File: config.mk
export PLATFORM = sky130hd
export DESIGN_NAME = prog_mem
export DESIGN_NICKNAME = d
export VERILOG_FILES = /design/src/rtl/prog_mem.sv
export SDC_FILE = /design/constraint.sdc
export NUM_CORES = 1
export LEC_CHECK = 0
export ABC_AREA = 1
export CAP_MARGIN = 15
export CELL_PAD_IN_SITES_DETAIL_PLACEMENT = 1
export CELL_PAD_IN_SITES_GLOBAL_PLACEMENT = 1
export CORE_MARGIN = 2
export CORE_UTILIZATION = 31
export CTS_CLUSTER_SIZE = 10
export DETAILED_ROUTE_END_ITERATION = 10
export GPL_TIMING_DRIVEN = 0
export PLACE_DENSITY_LB_ADDON = 0.3
export SYNTH_ARGS = -nofsm -noshare
export SYNTH_HDL_FRONTEND = slang
export SYNTH_SLANG_ARGS = --single-unit
File: constraint.sdc
create_clock -name clk -period 2 [get_ports clk]
set_input_delay 0.4 -clock clk [delete_from_list [all_inputs] [get_ports clk]]
set_output_delay 0.4 -clock clk [all_outputs]
set_load 0.005 [all_outputs]
File: src/rtl/prog_mem.sv
// Writable TD4 program memory: combinational fetch port plus byte-stream image loader with checksum.
// Latency: dout is combinational on address; a loader write shows on dout the cycle after it is accepted.
// Backpressure: load_ready is low in IDLE, high in LOAD/CHECK; load_valid may stall any number of cycles.
//
// Ports:
//   clk, reset          - rising-edge clock, synchronous active-high reset (restores blink image)
//   address / dout      - CPU fetch address and instruction word at that address
//   load_start          - pulse: begin or restart an image load
//   load_valid/_data    - loader word stream (DEPTH image words, then one checksum word)
//   load_ready          - loader word accepted when load_valid & load_ready
//   load_busy/done/error- status: load in progress / good-checksum pulse / sticky bad checksum
//   cpu_hold            - CPU must stall (load in progress or last load failed)
module prog_mem #(
    parameter int ADDR_W = 4,
    parameter int DATA_W = 8
) (
    input  logic              clk,
    input  logic              reset,
    input  logic [ADDR_W-1:0] address,
    output logic [DATA_W-1:0] dout,
    input  logic              load_start,
    input  logic              load_valid,
    input  logic [DATA_W-1:0] load_data,
    output logic              load_ready,
    output logic              load_busy,
    output logic              load_done,
    output logic              load_error,
    output logic              cpu_hold
);
    localparam int DEPTH = 2**ADDR_W;
    // wcnt value while the final image word is being written
    localparam logic [ADDR_W:0] LAST_WORD = (ADDR_W+1)'(DEPTH-1);
    localparam logic [ADDR_W:0] WCNT_ONE  = (ADDR_W+1)'(1);

    typedef enum logic [1:0] {
        ST_IDLE  = 2'd0,
        ST_LOAD  = 2'd1,
        ST_CHECK = 2'd2
    } state_t;

    state_t            state_q, state_d;
    logic [ADDR_W:0]   wcnt_q, wcnt_d;
    logic [DATA_W-1:0] sum_q, sum_d;
    logic              done_q, done_d;
    logic              error_q, error_d;
    logic [DATA_W-1:0] mem_q [DEPTH];
    logic [DATA_W-1:0] mem_d [DEPTH];

    // Built-in blink program: OUT 15, OUT 0, JMP 0; remaining words zero.
    function automatic logic [DATA_W-1:0] default_word(input int idx);
        case (idx)
            0:       return DATA_W'(8'hBF);
            1:       return DATA_W'(8'hB0);
            2:       return DATA_W'(8'hF0);
            default: return '0;
        endcase
    endfunction

    always_comb begin
        state_d = state_q;
        wcnt_d  = wcnt_q;
        sum_d   = sum_q;
        done_d  = 1'b0;
        error_d = error_q;
        mem_d   = mem_q;

        if (load_start) begin
            // Restart from any state; a word presented in the same cycle is dropped.
            state_d = ST_LOAD;
            wcnt_d  = '0;
            sum_d   = '0;
            error_d = 1'b0;
        end else begin
            case (state_q)
                ST_LOAD: begin
                    if (load_valid) begin
                        mem_d[wcnt_q[ADDR_W-1:0]] = load_data;
                        sum_d  = sum_q + load_data;
                        wcnt_d = wcnt_q + WCNT_ONE;
                        if (wcnt_q == LAST_WORD) begin
                            state_d = ST_CHECK;
                        end
                    end
                end
                ST_CHECK: begin
                    if (load_valid) begin
                        if (load_data == sum_q) begin
                            done_d = 1'b1;
                        end else begin
                            error_d = 1'b1;
                        end
                        state_d = ST_IDLE;
                    end
                end
                default: begin
                end
            endcase
        end
    end

    always_ff @(posedge clk) begin
        if (reset) begin
            state_q <= ST_IDLE;
            wcnt_q  <= '0;
            sum_q   <= '0;
            done_q  <= 1'b0;
            error_q <= 1'b0;
            for (int i = 0; i < DEPTH; i++) begin
                mem_q[i] <= default_word(i);
            end
        end else begin
            state_q <= state_d;
            wcnt_q  <= wcnt_d;
            sum_q   <= sum_d;
            done_q  <= done_d;
            error_q <= error_d;
            for (int i = 0; i < DEPTH; i++) begin
                mem_q[i] <= mem_d[i];
            end
        end
    end

    assign dout       = mem_q[address];
    assign load_ready = (state_q != ST_IDLE);
    assign load_busy  = (state_q != ST_IDLE);
    assign load_done  = done_q;
    assign load_error = error_q;
    assign cpu_hold   = load_busy | error_q;

endmodule

==> run summary <==
The tool flagged a number of max-cap violations equal to 0. Counting along the longest clock path gives a buffer depth of 2. Clock latency on the worst-skew pair, taken at its later pin, is 0.43 ns. The congestion estimate from routability-driven global placement came to 0.894. The flow ran to the end, and the final reports show no timing, DRC or antenna violations.

The endpoint identified for the worst register-to-register timing path is mem_q[56]$_SDFFE_PP0P_. Fraction of layout cells with a size suffix above 1: 14.1%. Setup repair after global routing left no endpoint under its margin. The worst setup path is captured at a primary output. Measured against its own limit, the worst slew margin works out to 45.6%. The share of power burned in the clock network was 48.2%. The total die area is 23500 um2, and the via count is 6753.

The path depth of the worst reg2reg path works out to 7. Once the floorplan was initialized, standard cells occupied 31.6% of the core. The clock period could shrink to 1.95 ns.

The share of total power dissipated in combinational logic is 9.9%. The leakage component of the power was 0.00324 uW. The count of warnings emitted by yosys is 0, and the required time of the critical path is 1.60 ns. In the routed design, unresolved DRC markers number 0. When the netlist entered floorplanning its net count stood at 974.

Detailed placer's ending HPWL: 18300 um. The startpoint identified for the worst register-to-register timing path is wcnt_q[0]$_SDFFE_PP0P_. The most critical setup path has its startpoint at address[0]. Dividing the detail-routed wire length by the instance count gives 20.1 um. In the post-synthesis netlist, the biggest area contributors are sky130_fd_sc_hd__dfxtp_1 42%, sky130_fd_sc_hd__a21oi_1 9.3%, sky130_fd_sc_hd__o21ai_0 9.3%, sky130_fd_sc_hd__nand3_1 6.9%, sky130_fd_sc_hd__nand2_1 6.5%.

STA puts the critical path data arrival time at 1.55 ns. The cell internal power dissipation came out at 5120 uW. The startpoint identified for the worst hold timing path is mem_q[118]$_SDFFE_PP0P_. The chip height is 153 um, and the net switching power is 1820 uW.

The logs give 0.0125 ns for the worst clock skew and 38.2% for the fraction of the core area covered by cells at the end of the flow. The tools report the sink count of the clock tree as 145. The delay contributed by the slowest stage of the critical path works out to 0.25 ns. STA classifies the critical path startpoint as an input pin. The via density per instance works out to 5.26. The DRC violation total after the first TritonRoute iteration came out at 372. Counting distinct cell types in the post-synthesis netlist gives 30.

The die is 153 um wide. Along the worst path, the maximum fanout reaches 10. The worst setup path is of the input pin to primary output kind. The cell with the largest stage delay on the worst path is sky130_fd_sc_hd__o211ai_1. The average footprint of a synthesized cell was 7.30 um2. Across the VDD grid, the largest voltage drop is 0.507 mV. Counting instances, the worst hold path has a depth of 2.

The tools report the number of rows in the core area as 54. Cell type contributing the most total cell area after synthesis: sky130_fd_sc_hd__dfxtp_1. The synthesized design devotes to its leading area cell type 42.1% of total area.

The area growth from synthesis to layout is 20.7%. The most critical setup path has its endpoint at dout[3]. In this run the standard cell core region covers 21800 um2. In this run the worst hold path is classified as register to register. Hold repair after CTS inserted 0 buffers.

The count of nets left with antenna violations once routing finished came out at 0. The routed wire length was 25800 um; the clock transition at the register clock pins on the worst setup and hold paths after CTS was 0.07 ns. The run gives 6832 as the via count of the first global-routing pass. Async set or reset register ratio after synthesis: 0%. Walking the worst path, the cells encountered are buf_4 > buf_6 > o211ai_1 > nand3_1 > nand3_2 > nand2_1 > clkdlybuf4s15_1. Sequential cells were found to cover 42.1% of the synthesized design area.

The number of antenna violations at the first check in global routing was 0; the post-route fraction of the period consumed by the critical path was 97.4%. 29 I/O pins were placed. The clock tree root buffer cell was sky130_fd_sc_hd__clkbuf_16. The number of enable-type register cells in the synthesized netlist came out at 0.

TritonCTS built the clock tree. Entering global routing, the biggest net connects 17 pins. The tools report the count of endpoints failing hold in the final timing report as 0. The gate count after technology mapping is 945, and the placed instance area is 7480 um2. The post-synthesis sequential element count was 145; the upper clock frequency limit was 514 MHz. Among all flip-flop cells after synthesis, the most frequent one is sky130_fd_sc_hd__dfxtp_1.

Count of H-tree levels built during CTS: 4. For the number of CTS-inserted buffers, the log shows 17. The logs give 0 for the total setup violations reported at the end of the flow and 22.2% for the total routing usage reported by global routing. The portion of total power attributed to sequential cells was 42.0%; the transition at the pin with the smallest max-transition slack was 0.815 ns. Dividing total power by cell area gives a power density of 834 nW/um2. The final layout contains 1018 nets. The overall overflow remaining after global route is 0, and the post-route cell area is 8330 um2. Max-slew violation count: 0. Input and output buffers added on the ports amount to 23. The first global-routing pass estimated 39700 um of wire. The total iterations of the first detailed-routing run is 5, and the reg2reg setup slack is 0.20 ns. Net switching is 26.2% of the power. The cell area that synthesis handed to floorplanning was 6900 um2.
## worst min-delay path by stage
stage,end,slack (ns)
6_report,mem_q[118]$_SDFFE_PP0P_,0.45
5_1_grt,mem_q[7]$_SDFFE_PP0P_,0.48
4_1_cts,mem_q[118]$_SDFFE_PP0P_,0.45
3_5_place_dp,mem_q[118]$_SDFFE_PP0P_,0.44
3_3_place_gp,mem_q[118]$_SDFFE_PP0P_,0.43
2_1_floorplan,mem_q[118]$_SDFFE_PP0P_,0.42
## cell type report
class	instances	area (um2)
clock buffer	20	447
multi-input combinational	632	3390
tap	280	350
clock inverter	12	158
sequential	145	2910
inverter	107	402
timing repair buffer	25	204
fill	2730	13500
antenna	1	2.50
buffer	61	464
## stage by stage
stage	std cells	total power, uW	worst slack [ns]	hold slack, ns	setup TNS (ns)
after global placement	1248	3610	-0.780	0.435	-30.73
after global routing	1282	7150	0.00156	0.476	0
final	1283	6940	0.0527	0.451	0
after floorplan	945	3330	0.352	0.424	0
after CTS	1280	6950	0.0000350	0.453	0
after detailed placement	1248	3620	-0.818	0.443	-33.15
## critical path, delay by kind of cell
family          cells  cell delay, ns
compound gates      1            0.25
simple gates        3            0.37
buf+inv             3            0.52
## cell usage in the layout (no fill, tap or decap), types with 3 or more instances in the layout
cell,instances
sky130_fd_sc_hd__nand2_4,4
sky130_fd_sc_hd__dlygate4sd2_1,3
sky130_fd_sc_hd__dfxtp_2,4
sky130_fd_sc_hd__clkinv_4,3
sky130_fd_sc_hd__o21ai_1,12
sky130_fd_sc_hd__nand3_1,86
sky130_fd_sc_hd__clkbuf_2,10
sky130_fd_sc_hd__clkbuf_1,24
sky130_fd_sc_hd__nand2_1,113
sky130_fd_sc_hd__nand3_4,4
sky130_fd_sc_hd__buf_4,12
sky130_fd_sc_hd__o21ai_0,115
sky130_fd_sc_hd__a21oi_1,124
sky130_fd_sc_hd__bufinv_16,3
sky130_fd_sc_hd__nor2_4,5
sky130_fd_sc_hd__clkbuf_16,19
sky130_fd_sc_hd__nand3b_1,4
sky130_fd_sc_hd__nor2_1,69
sky130_fd_sc_hd__ha_1,9
sky130_fd_sc_hd__ha_2,3
sky130_fd_sc_hd__o211ai_1,44
sky130_fd_sc_hd__or2_2,4
sky130_fd_sc_hd__inv_2,11
sky130_fd_sc_hd__nand3_2,12
sky130_fd_sc_hd__clkinvlp_4,3
sky130_fd_sc_hd__clkbuf_4,4
sky130_fd_sc_hd__buf_6,12
sky130_fd_sc_hd__dfxtp_1,140
sky130_fd_sc_hd__inv_1,96
sky130_fd_sc_hd__nand2_2,7
sky130_fd_sc_hd__buf_2,5
sky130_fd_sc_hd__a21oi_2,4
sky130_fd_sc_hd__clkdlybuf4s50_1,9
sky130_fd_sc_hd__clkbuf_8,4
## layer usage
metal	up-vias	share of wire, %	GRT usage (%)
met2	161	47	36.5
met1	3298	46	29.3
met5	-	0	0
met3	30	4.4	4.17
li1	3264	-	-
met4	0	2.4	7.45
## power groups by stage
stage / Combinational, uW / Sequential, uW / Clock [uW]
after floorplan: 352 / 2980 / 0
after global placement: 634 / 2980 / 0
after detailed placement: 642 / 2980 / 0
after CTS: 677 / 2910 / 3360
after global routing: 744 / 2910 / 3490
final: 686 / 2910 / 3340
## cells by family after synthesis
| family | share of synthesized area (%) |
|---|---|
| compound gates | 23.8 |
| xor+xnor | 0.254 |
| fa+ha+maj | 2.47 |
| buf+inv | 10.3 |
| flops | 42.1 |
| simple gates | 21.1 |
## Yosys cell counts, types with 2 or more instances
cell,instances
sky130_fd_sc_hd__inv_1,104
sky130_fd_sc_hd__nor2_2,5
sky130_fd_sc_hd__nand3b_1,4
sky130_fd_sc_hd__nand2_1,120
sky130_fd_sc_hd__o21ai_0,128
sky130_fd_sc_hd__o211ai_1,44
sky130_fd_sc_hd__nand3_2,3
sky130_fd_sc_hd__nand3_4,4
sky130_fd_sc_hd__nand2_4,4
sky130_fd_sc_hd__nor2_4,2
sky130_fd_sc_hd__clkbuf_1,33
sky130_fd_sc_hd__inv_2,3
sky130_fd_sc_hd__buf_6,5
sky130_fd_sc_hd__nor2_1,69
sky130_fd_sc_hd__xor2_1,2
sky130_fd_sc_hd__buf_1,6
sky130_fd_sc_hd__buf_4,4
sky130_fd_sc_hd__a21oi_1,128
sky130_fd_sc_hd__or2_2,4
sky130_fd_sc_hd__nor3_1,2
sky130_fd_sc_hd__nand3_1,95
sky130_fd_sc_hd__buf_2,12
sky130_fd_sc_hd__o21a_1,2
sky130_fd_sc_hd__dfxtp_1,145
sky130_fd_sc_hd__ha_1,12
## registers in the layout (all words and copies together), names as in the netlist
| name | cells |
|---|---|
| mem_q | 128 |
| sum_q | 8 |
| wcnt_q | 5 |
| state_q | 2 |
| load_done | 1 |
| load_error | 1 |
## what timing repair did
| action | in CTS | in global routing |
|---|---|---|
| endpoints found under the setup margin | 19 | 29 |
| resized for setup | 88 | 51 |
| setup buffers | 0 | 2 |
| pin swaps | 21 | 29 |
| cloned | 0 | 0 |
Note: power is estimated with default switching activity, not from simulation.
